## config.mk

```make
export PLATFORM = sky130hd
export DESIGN_NAME = prio_encoder_hs
export DESIGN_NICKNAME = d
export VERILOG_FILES = /design/src/rtl/prio_encoder_hs.sv
export SDC_FILE = /design/constraint.sdc
export NUM_CORES = 1
export LEC_CHECK = 0
export CAP_MARGIN = 10
export CORE_AREA = 3 3 40 42
export DETAILED_ROUTE_END_ITERATION = 16
export DIE_AREA = 0 0 43 45
export PLACE_DENSITY = 0.52
export SLEW_MARGIN = 20
export SYNTH_ARGS = -nofsm -noshare
export SYNTH_HDL_FRONTEND = slang
export SYNTH_SLANG_ARGS = --single-unit
```

## constraint.sdc

```tcl
create_clock -name clk -period 1.8 [get_ports clk]
set_input_delay 0.36 -clock clk [delete_from_list [all_inputs] [get_ports clk]]
set_output_delay 0.36 -clock clk [all_outputs]
set_load 0.01 [all_outputs]
```

## src/rtl/prio_encoder_hs.sv

```systemverilog
// prio_encoder_hs
//   Registered N-to-log2(N) priority encoder with a valid/ready output handshake.
//   The encoder picks one winner from a bank of request lines and holds that
//   result until the consumer takes it.
//   - mode = 0: fixed priority. The lowest set index wins.
//   - mode = 1: round-robin. The search starts at an internal pointer. The
//     pointer moves to one past the last consumed index.
//   Once a result is held, later changes on req and mode have no effect until
//   the handshake. A handshake in the same cycle as a non-zero req captures the
//   next result immediately, so the encoder can deliver one result per cycle.
//
// Ports
//   clk      in   1  rising-edge clock
//   rst      in   1  synchronous, active-high reset
//   req      in   N  request lines, bit k = source k requesting
//   mode     in   1  0 = fixed priority, 1 = round-robin
//   o_ready  in   1  consumer accepts the current result
//   o_valid  out  1  o_idx / o_multi hold a valid result
//   o_idx    out  W  index of the winning request
//   o_multi  out  1  more than one request was set at capture
module prio_encoder_hs #(
    parameter int N = 4
) (
    input  logic                                  clk,
    input  logic                                  rst,
    input  logic [N-1:0]                          req,
    input  logic                                  mode,
    input  logic                                  o_ready,
    output logic                                  o_valid,
    output logic [((N <= 1) ? 1 : $clog2(N))-1:0] o_idx,
    output logic                                  o_multi
);

    localparam int W = (N <= 1) ? 1 : $clog2(N);

    typedef enum logic {
        IDLE = 1'b0,
        HOLD = 1'b1
    } state_t;

    state_t         state;
    logic [W-1:0]   ptr;

    logic           handshake;
    logic [W-1:0]   ptr_after;
    logic [W-1:0]   ptr_eff;
    logic           capture;
    logic [W-1:0]   win_idx;
    logic           win_multi;

    // Returns the lowest set index of r.
    function automatic logic [W-1:0] lowest_set(input logic [N-1:0] r);
        logic [W-1:0] res;
        res = '0;
        for (int i = N - 1; i >= 0; i--) begin
            if (r[i]) res = W'(i);
        end
        return res;
    endfunction

    // Returns the first set index of r, searching upward from start and
    // wrapping past N-1. The loop runs downward, so the hit closest to start
    // is the last assignment.
    function automatic logic [W-1:0] rr_pick(input logic [N-1:0] r,
                                             input logic [W-1:0] start);
        logic [W-1:0] res;
        int           p;
        res = '0;
        for (int k = N - 1; k >= 0; k--) begin
            p = int'(start) + k;
            if (p >= N) p = p - N;
            if (r[p]) res = W'(p);
        end
        return res;
    endfunction

    always_comb begin
        handshake = o_valid && o_ready;
        ptr_after = (o_idx == W'(N - 1)) ? '0 : o_idx + W'(1);
        // A capture that coincides with a handshake searches from the
        // pointer the handshake is installing, not from the stale one.
        ptr_eff   = handshake ? ptr_after : ptr;
        capture   = (req != '0) && ((state == IDLE) || handshake);
        win_idx   = mode ? rr_pick(req, ptr_eff) : lowest_set(req);
        // Clearing the lowest set bit leaves a non-zero value only when
        // at least two bits were set.
        win_multi = (req & (req - N'(1))) != '0;
    end

    always_ff @(posedge clk) begin
        if (rst) begin
            state   <= IDLE;
            o_valid <= 1'b0;
            o_idx   <= '0;
            o_multi <= 1'b0;
            ptr     <= '0;
        end else begin
            if (handshake) ptr <= ptr_after;
            if (capture) begin
                state   <= HOLD;
                o_valid <= 1'b1;
                o_idx   <= win_idx;
                o_multi <= win_multi;
            end else if (handshake) begin
                state   <= IDLE;
                o_valid <= 1'b0;
            end
        end
    end

endmodule

```

### After elaboration in Yosys (flattened, before gate mapping)

Index checks and enable logic that the tools add are counted.

| word-level totals | value |
|---|---|
| flip-flop bits (word level) | 6 |
| bits in latches | 0 |
| memories kept | 0 |
| logic and storage cells | 59 |
| bits in read-only memories | 0 |
| RAM bits | 0 |
| bits of input ports | 8 |

| operators by class | value |
|---|---|
| divide/modulo/power cells | 0 |
| bitwise operators | 2 |
| multiply operators | 0 |
| reductions and logical operators | 6 |
| add/subtract/negate cells | 9 |
| shift-type cells | 0 |
| muxes and demuxes | 29 |
| magnitude comparators | 8 |
| eq/ne operators | 1 |

Operators with widths:

| cell | number |
|---|---|
| 32-bit by 4-bit < comparator with 1-bit output (second input constant) | 4 |
| 32-bit 2-to-1 mux | 4 |
| 2-bit 2-to-1 mux | 11 |
| 3-bit by 3-bit subtractor with 4-bit output (second input constant) | 3 |
| 1-bit 2-to-1 mux | 10 |
| 3-bit >= comparator (second input constant) | 3 |
| 1-bit binary-select mux with 2-bit select | 4 |
| 4-bit nonzero test | 2 |
| 2-bit by 2-bit adder with 3-bit output (second input constant) | 2 |
| 4-bit AND | 1 |
| 2-bit by 3-bit subtractor with 4-bit output (second input constant) | 1 |
| 4-bit by 1-bit subtractor with 4-bit output (second input constant) | 1 |
| 2-bit by 1-bit adder with 3-bit output (second input constant) | 1 |
| 2-bit by 3-bit >= comparator with 1-bit output (second input constant) | 1 |
| 2-bit by 1-bit adder with 2-bit output (second input constant) | 1 |
| 2-bit == test (second input constant) | 1 |
| 1-bit logical AND | 2 |
| 2-bit nonzero test | 1 |
| 1-bit logical OR | 1 |
| 1-bit inverter | 1 |

### Logic depth before layout (Yosys ltp)

Gate-level depths: netlist of the first run.

| depth | value |
|---|---|
| depth after elaboration | 14 |
| gate-level depth with buffers | 6 |

### Least setup slack after synthesis of the first run

OpenSTA, ideal clock, no wires.

| timing | value |
|---|---|
| kind | register to register |
| from | register o_idx[0] (netlist bit) |
| to | register o_idx[1] (netlist bit) |
| clock period less this slack | 1,785 ps |
| stages on the path, launching flop included | 6 |
| data required time | 1,704 ps |
| setup slack | 15 ps |
| library setup time | 96 ps |
| arrival time | 1,689 ps |
| cell sequence | dfxtp_1 > ha_1 > mux2_4 > a2111o_1 > o2111a_1 > o41ai_2 |

| on the way | value |
|---|---|
| cells in the longest elaborated chain, start to end | 14 |
| elaborated cells between the ends (all ways) | 36 |
| those cells by class | add/sub: 8; order compare: 4; eq/ne: 1; mux: 23 |

RTL lines:

| element | line | RTL |
|---|---|---|
| start: declaration | 30 | `output logic [((N <= 1) ? 1 : $clog2(N))-1:0] o_idx,` |
| start signal: assignment | 102 | `o_idx <= win_idx;` |
| 2-bit by 1-bit adder with 2-bit output / 2-bit == test (equally long branches) | 79 | `ptr_after = (o_idx == W'(N - 1)) ? '0 : o_idx + W'(1);` |
| 2-bit 2-to-1 mux * | 79 |  |
| 2-bit 2-to-1 mux * | -- |  |
| 2-bit by 2-bit adder with 3-bit output | 70 | `p = int'(start) + k;` |
| 3-bit by 3-bit subtractor with 4-bit output / 3-bit >= comparator (equally long branches) | 71 | `if (p >= N) p = p - N;` |
| 32-bit 2-to-1 mux | 71 |  |
| 1-bit binary-select mux with 2-bit select | 72 | `if (r[p]) res = W'(p);` |
| 1-bit 2-to-1 mux (not written as such) (2 in series) | 72 |  |
| 2-bit 2-to-1 mux (3 in series) | 72 |  |
| 2-bit 2-to-1 mux * | 72 |  |
| 2-bit 2-to-1 mux * | 84 | `win_idx = mode ? rr_pick(req, ptr_eff) : lowest_set(req);` |

Mark *: on every way between the ends. The rest lies on a longest branch, timed or not. The select of a mux whose other input is x is not followed.
A chain may end at the register's enable or synchronous reset.

### Worst setup path after layout of the first run

| timing | value |
|---|---|
| from | register o_idx[1] (netlist bit) |
| to | register o_idx[1] (netlist bit) |

Same word-level chain as after synthesis.

==> impl_metrics.toml, run 1 <==
[drt]
antenna_left = 0
vias = 460
wl_per_cell_um = 12.1
wirelength_mm = 1.08
dr.pass1.iters = 3
vias_per_cell = 5.17
first_iter_violations = 7
drc = 0

[final_layout]
final_cell_mix = "14 x buf_4, 10 x clkdlybuf4s50_1, 6 x dfxtp_1"
nFillCells = 122
drive_gt1_frac = 0.311
area_growth_pct = 68.1
mostFrequentLayoutCell = "buf_4"
fin_cells = 89
regArea_um2 = 120
nets = 85
multi_input_area_um2 = 269
diodes = 0

[power]
p_leak_nw = 0.291
p_per_area_nw_per_um2 = 646
combinationalPowerShare = 0.347
total_power_uw = 421
switching_share = 0.275
seq_power_share = 0.354
peakVddDrop_v = 0.000431
p_sw_uw = 116
internal_power_uw = 305
pwr-share-clk = 0.298

[synth]
ys_types = 23
synthCells = 46
yosysTopAreaCellShare = 0.310
syn_area_um2 = 388
postSynthAreaPerCell_um2 = 8.43
yosys_warnings = 0
synth_top_area_cell = "dfxtp_1"
ys_seq_area_frac = 0.310
synth_seq_cells = 6
synth_nets = 55
synthTopCellsByArea = "dfxtp_1 31%, nor2_1 5.8%, a21oi_1 5.2%"

[min_path]
min_path_type = "register to register"

[setup_path]
crit_arrival_ns = 1.82
path_cells = "ha_1, mux2_4, a2111o_1, o2111a_1, o41ai_2"
critPathLaunchType = "register"
slowest_delay_ns = 0.30
end_kind = "register"
crit_type = "register to register"
crit_slowest_cell = "dfxtp_1"
crit_buf_inv = 0
critPathMaxFanout = 2
cp_top_family = "compound AO/OA/AOI/OAI gates"
required_ns = 1.94
ff2ff_setup_slack_ns = 0.12

[sta]
setup_ws_ns = 0.119
fin_crit_sh = 0.934
setup_viol = 0
timing.setup.tns_ns = 0
hold_viol = 0
finalClockSkew_ns = 0.00188
fin_crit_ns = 1.68
worst_pin_slew_ns = 0.320
max_freq_mhz = 595
rsz0062_at_grt = "false"
drv_slew = 0
slew-limit-headroom = 0.784
worst_hold_slack_ns = 0.451

[clocking]
htree_levels = 1
cts_tree = "done"
clk_path_buf_depth = 2
clk_pin_slew_ns = 0.05
hold_buffers = 0
cts_buffers = 3
clock_sinks = 6
insertion_delay_ns = 0.24
cts_root_buf = "clkbuf_4"

[global_route]
grt_antenna_before_repair = 0
track_usage = 0.123
grt_max_degree = 9
grt_pass1_vias = 425
grt_pass1_wl_mm = 1.71
overflow = 0

[placement]
dp.cells = 84
placement.io_buffers = 11
place_hpwl_um = 885
place_ws_ns = -0.381
routabilityCongestion = 0.764

[die]
start_util = 0.302
die-area_um2 = 1940
num_rows = 13
io_pins = 12
coreArea_um2 = 1280
die_h_um = 45
dieWidth_um = 43

[outcome]
status = "finished clean"

[flow_run]
maxCapViolCount = 0
## metal layers
layer  share of wire  wire length (µm)  GRT usage  vias up
met5               0                 0          0        -
met4               0                 0     0.0482        0
met3           0.048                52     0.0797        0
met2            0.50               541      0.198       10
met1            0.45               483      0.128      219
li1                -                 -          -      231
## layout make-up
cell class                 instances  area share
timing repair buffer              25       0.328
multi-input combinational         38       0.413
tap                               15      0.0288
clock buffer                       3      0.0345
inverter                           2      0.0115
sequential                         6       0.184
## per-stage QoR
stage	util	instance area [µm²]
after floorplan	-	388
after global placement	0.472	607
after detailed placement	0.472	607
after CTS	0.491	631
after global routing	0.507	652
final	0.507	652
## sequential cells by signal, indices dropped and copies added (netlist names)
register  count
state         1
o_multi       1
ptr           2
o_idx         2
## cell usage after synthesis, drive strengths merged
| cell type | count |
|---|---|
| dfxtp | 6 |
| nor2 | 6 |
| nand2 | 5 |
| a21oi | 4 |
| a31oi | 2 |
| inv | 2 |
| mux2i | 2 |
| nor2b | 2 |
| nor3b | 2 |
| o21ai | 2 |
| a2111o | 1 |
| a211oi | 1 |
| a32o | 1 |
| and3 | 1 |
| ha | 1 |
| mux2 | 1 |
| nand2b | 1 |
| nand3b | 1 |
| o2111a | 1 |
| o21bai | 1 |
| o311ai | 1 |
| o41ai | 1 |
| or2b | 1 |
## worst min-delay path: stages (launching register included)
cell     delay, ns
dfxtp_1       0.30
nand2_1       0.05
a21oi_1       0.05
## path summary, 6_finish.rpt
path | from | cells past startpoint | to
setup / recovery | o_idx[1] | 5 | o_idx[1]
setup reg to reg | o_idx[1] | 5 | o_idx[1]
hold reg to reg | o_multi | 2 | o_multi
hold / removal | o_multi | 2 | o_multi
## power by group through the flow
stage	clock (mW)	combinational (mW)	sequential (mW)
after floorplan	0	0.0536	0.156
after global placement	0	0.135	0.151
after detailed placement	0	0.136	0.151
after CTS	0.131	0.136	0.149
after global routing	0.143	0.158	0.150
final	0.126	0.146	0.149
## repair_timing
action | CTS | global route
endpoints found under the setup margin | 1 | 1
pin swaps | 1 | 4
gates resized for setup | 2 | 2
setup buffers | 0 | 2
## cell families (layout without fill, tap and decap cells)
kind of cell | Yosys count | in the layout | share of synthesized area
AO/OA/AOI/OAI | 15 | 15 | 0.297
buffers and inverters | 2 | 30 | 0.0194
AND/OR/NAND/NOR | 19 | 19 | 0.252
flip-flops | 6 | 6 | 0.310
adder cells (fa/ha/maj) | 1 | 1 | 0.0323
multiplexers | 3 | 3 | 0.0903
No activity file was read; power rests on OpenSTA's default activity.
==> inputs of run 2 (changes only) <==
--- a/config.mk
+++ b/config.mk
@@ -7,6 +7,7 @@
 export LEC_CHECK = 0
 export CAP_MARGIN = 10
 export CORE_AREA = 3 3 40 42
+export CTS_BUF_LIST = sky130_fd_sc_hd__clkbuf_16
 export DETAILED_ROUTE_END_ITERATION = 16
 export DIE_AREA = 0 0 43 45
 export PLACE_DENSITY = 0.52
==> run 2 against run 1 <==
Against the previous run:
- via count is 1.1% lower
- clock power grew to 2.9 times the previous value
- core utilization is 4.3 points higher
- critical path type unchanged
- fmax hardly changed
- power is 56% higher
- largest cell class unchanged
- critical path depth stayed put
==> impl_metrics.toml, run 2 (synthesis results as in run 1) <==
[power]
total_power_uw = 656
p_leak_nw = 0.314
p_per_area_nw_per_um2 = 928
peakVddDrop_v = 0.000535

[final_layout]
multi_input_area_um2 = 272
regArea_um2 = 120
mostFrequentLayoutCell = "buf_4"
nFillCells = 114
area_growth_pct = 82.3
final_cell_mix = "14 x buf_4, 10 x clkdlybuf4s50_1, 6 x dfxtp_1"
diodes = 0
fin_util = 0.550
drive_gt1_frac = 0.324
biggestRegsByFlops = "o_idx (2), ptr (2)"
nets = 85
fin_cells = 89

[die]
io_pins = 12
start_util = 0.302
die-area_um2 = 1940
num_rows = 13
dieWidth_um = 43
die_h_um = 45
coreArea_um2 = 1280

[drt]
wl_met3_um = 41
wirelength_mm = 1.11
wl_met1_um = 505
drc = 0
wl_met2_um = 538
vias = 455
antenna_left = 0
first_iter_violations = 7
wl_per_cell_um = 12.4
vias_per_cell = 5.11
dr.pass1.iters = 3
highest_layer = "met4"

[setup_path]
slowest_delay_ns = 0.30
crit_slowest_cell = "dfxtp_1"
cp_top_family = "compound AO/OA/AOI/OAI gates"
critPathLaunchType = "register"
cp.depth = 5
r2r-start = "o_idx[1]"
crit_type = "register to register"
critPathMaxFanout = 2
crit_buf_inv = 0
rr_endpoint = "o_idx[1]"
ff2ff_setup_slack_ns = 0.12
r2r_cells = 5
cp-startpoint = "o_idx[1]"
crit_path_end = "o_idx[1]"
path_cells = "ha_1, mux2_4, a2111o_1, o2111a_1, o41ai_2"
required_ns = 1.92
crit_arrival_ns = 1.80
end_kind = "register"

[placement]
placement.io_buffers = 11
dp.cells = 84
place_hpwl_um = 885
routabilityCongestion = 0.764

[global_route]
grt_max_degree = 9
grt_pass1_vias = 428
track_usage = 0.126
grt_antenna_before_repair = 0
grt_pass1_wl_mm = 1.75
overflow = 0

[clocking]
cts_tree = "done"
clk_pin_slew_ns = 0.03
cts_root_buf = "clkbuf_16"
cts_buffers = 3
clock_sinks = 6
insertion_delay_ns = 0.23
clk_path_buf_depth = 2
htree_levels = 1
hold_buffers = 0

[sta]
max_freq_mhz = 595
worst_pin_slew_ns = 0.320
slew-limit-headroom = 0.784
drv_slew = 0
finalClockSkew_ns = 0.00253
setup_viol = 0
fin_crit_ns = 1.68
hold_viol = 0
fin_crit_sh = 0.934
timing.setup.tns_ns = 0
rsz0062_at_grt = "false"

[flow_run]
maxCapViolCount = 0

[min_path]
min_path_type = "register to register"

[outcome]
status = "finished clean"
[run 2: cell types whose count changed in the layout (fill, tap and decap cells not counted)]
cell       change
clkbuf_16      +3
nor2_1         -1
clkbuf_4       -3
nor2_2         +1
[run 2: final cells by class]
cell class | count | share of cell area
Clock buffer | 3 | 0.106
Tap cell | 15 | 0.0265
Sequential cell | 6 | 0.170
Multi-Input combinational cell | 38 | 0.384
Timing Repair Buffer | 25 | 0.303
Inverter | 2 | 0.0106
[run 2: worst min path at each step]
stage                     startpoint      end  cells after the start
after detailed placement     o_multi  o_multi                      2
after CTS                    o_multi  o_multi                      2
final                        o_multi  o_multi                      2
after floorplan                  rst  o_multi                      1
after global placement       o_multi  o_multi                      2
after global routing         o_multi  o_multi                      2
[run 2: stage by stage]
step,setup slack (ns),area (µm²),hold WS (ns)
3_3_place_gp,-0.310,607,0.439
6_report,0.119,707,0.449
3_5_place_dp,-0.381,607,0.446
4_1_cts,0.0546,683,0.451
5_1_grt,0.00754,707,0.499
2_1_floorplan,0.0150,388,0.429
[run 2: what timing repair did]
action | 4_1_cts | 5_1_grt
setup endpoints to repair | 1 | 1
resized for setup | 2 | 3
cloned | 0 | 0
setup buffers | 0 | 2
pin swaps | 1 | 4
[run 2: power breakdown]
| group | switching, mW | internal, mW |
|---|---|---|
| registers | 0.00517 | 0.145 |
| clock network | 0.0746 | 0.285 |
| logic | 0.0610 | 0.0857 |
[run 2: tightest hold or removal path: stages (launching register included)]
cell and delay, ns:
dfxtp_1 0.30, nand2_1 0.05, a21oi_1 0.05
[run 2: layer usage]
layer,vias to the layer above,global-route usage
li1,229,-
met1,217,0.133
met2,7,0.204
met3,2,0.0677
met4,0,0.0663
met5,-,0
==> inputs of run 3 (changes only) <==
--- a/config.mk
+++ b/config.mk
@@ -6,11 +6,11 @@
 export NUM_CORES = 1
 export LEC_CHECK = 0
 export CAP_MARGIN = 10
-export CORE_AREA = 3 3 40 42
+export CORE_MARGIN = 3
+export CORE_UTILIZATION = 25
 export CTS_BUF_LIST = sky130_fd_sc_hd__clkbuf_16
 export DETAILED_ROUTE_END_ITERATION = 16
-export DIE_AREA = 0 0 43 45
-export PLACE_DENSITY = 0.52
+export PLACE_DENSITY = 0.46
 export SLEW_MARGIN = 20
 export SYNTH_ARGS = -nofsm -noshare
 export SYNTH_HDL_FRONTEND = slang
==> run 3 against run 2 <==
Against the previous run:
- critical endpoint unchanged
- core utilization shrank 5.1 points
- fmax is 4.0% lower
- clock skew barely moved
- setup slack worse by 0.070 ns
- sequential share of layout area rose by 0.40 points
- register-to-register slack worse by 0.07 ns
==> impl_metrics.toml, run 3 (synthesis results as in run 1) <==
[min_path]
holdPathStages = 2
min_to = "o_multi"
min_path_type = "register to register"
worstHoldStart = "o_multi"

[placement]
placed_area_um2 = 614
routabilityCongestion = 0.666
place_hpwl_um = 861
placement.io_buffers = 11
place_ws_ns = -0.349

[clocking]
insertion_delay_ns = 0.23
clock_sinks = 6
post_cts_buffers = 0
cts_root_buf = "clkbuf_16"
clk_path_buf_depth = 2
cts_buffers = 3
clk_pin_slew_ns = 0.04
cts_tree = "done"
hold_buffers = 0
htree_levels = 1

[drt]
wirelength_mm = 1.16
vias_per_cell = 5.09
first_iter_violations = 2
drc = 0
wl_per_cell_um = 13.1
dr.pass1.iters = 2
antenna_left = 0
vias = 448

[power]
total_power_uw = 657
peakVddDrop_v = 0.000367
p_leak_nw = 0.312
p_per_area_nw_per_um2 = 952

[setup_path]
crit_type = "register to register"
critPathMaxFanout = 2
r2r-start = "o_idx[1]"
crit_arrival_ns = 1.88
end_kind = "register"
required_ns = 1.93
ff2ff_setup_slack_ns = 0.05
r2r_cells = 5
critPathLaunchType = "register"
rr_endpoint = "o_idx[1]"

[die]
io_pins = 12
start_util = 0.281
coreArea_um2 = 1380
die-area_um2 = 2060
num_rows = 13
dieWidth_um = 45.4
die_h_um = 45.4

[final_layout]
drive_gt1_frac = 0.274
regArea_um2 = 120
area_growth_pct = 78.1
final_cell_mix = "13 x buf_4, 10 x clkdlybuf4s50_1, 6 x nor2_1, 6 x dfxtp_1"
fin_util = 0.500
nets = 84
mostFrequentLayoutCell = "buf_4"
multi_input_area_um2 = 263
diodes = 0
design_area_um2 = 691
nFillCells = 139
biggestRegsByFlops = "o_idx (2), ptr (2)"

[global_route]
gr-usage-met1 = 0.177
grt_pass1_wl_mm = 1.92
use_met2 = 0.181
overflow = 0
grt_max_degree = 9
track_usage = 0.142
grt_antenna_before_repair = 0
grt_busiest_layer = "met2"
grt_pass1_vias = 434
grt_use_met3 = 0.0474

[sta]
setup_viol = 0
fin_crit_ns = 1.75
max_freq_mhz = 571
setup_ws_ns = 0.0488
finalClockSkew_ns = 0.00234
worst_hold_slack_ns = 0.447
hold_viol = 0
rsz0062_at_grt = "false"
drv_slew = 0
slew-limit-headroom = 0.711
worst_pin_slew_ns = 0.422
fin_crit_sh = 0.973

[outcome]
status = "finished clean"

[flow_run]
maxCapViolCount = 0
-- run 3: per-layer routing --
metal  vias up  part of all wire
met2         9              0.42
met5         -                 0
li1        229                 -
met4         0             0.028
met1       206              0.51
met3         4             0.035
-- run 3: stage by stage --
stage	cells	setup TNS, ns
2_1_floorplan	46	0
3_3_place_gp	85	-0.589
3_5_place_dp	85	-0.583
4_1_cts	88	0
5_1_grt	88	0
6_report	88	0
-- run 3: critical path: stages (launching register included) --
cell and delay (ns):
dfxtp_1 0.31, ha_1 0.30, mux2_4 0.28, a2111o_1 0.38, o2111a_1 0.13, o41ai_2 0.26
-- run 3: area by class of cell --
class                   instances  area share
multi-input cells              38       0.380
repair buffers                 24       0.299
flip-flops and latches          6       0.174
clock buffers                   3       0.109
well taps                      15      0.0272
inverters                       2      0.0109
-- run 3: worst max path at each step --
stage,startpoint,end,slack [ns],depth (start not counted)
2_1_floorplan,o_idx[0],o_idx[1],0.02,5
3_3_place_gp,o_ready,o_idx[1],-0.31,6
3_5_place_dp,o_ready,o_idx[1],-0.35,6
4_1_cts,o_idx[0],o_idx[1],0.02,5
5_1_grt,o_idx[1],o_idx[1],0.01,5
6_report,o_idx[1],o_idx[1],0.05,5
-- run 3: what timing repair did --
item,CTS,global route
pin swaps,0,2
gates cloned,0,0
setup endpoints to repair,2,1
gates resized for setup,2,0
endpoints found under the hold margin,0,0
-- run 3: power breakdown --
part	internal [mW]	switching (mW)	total, mW
logic	0.0808	0.0592	0.140
registers	0.145	0.00541	0.150
clock network	0.286	0.0815	0.367
total	0.511	0.146	0.657
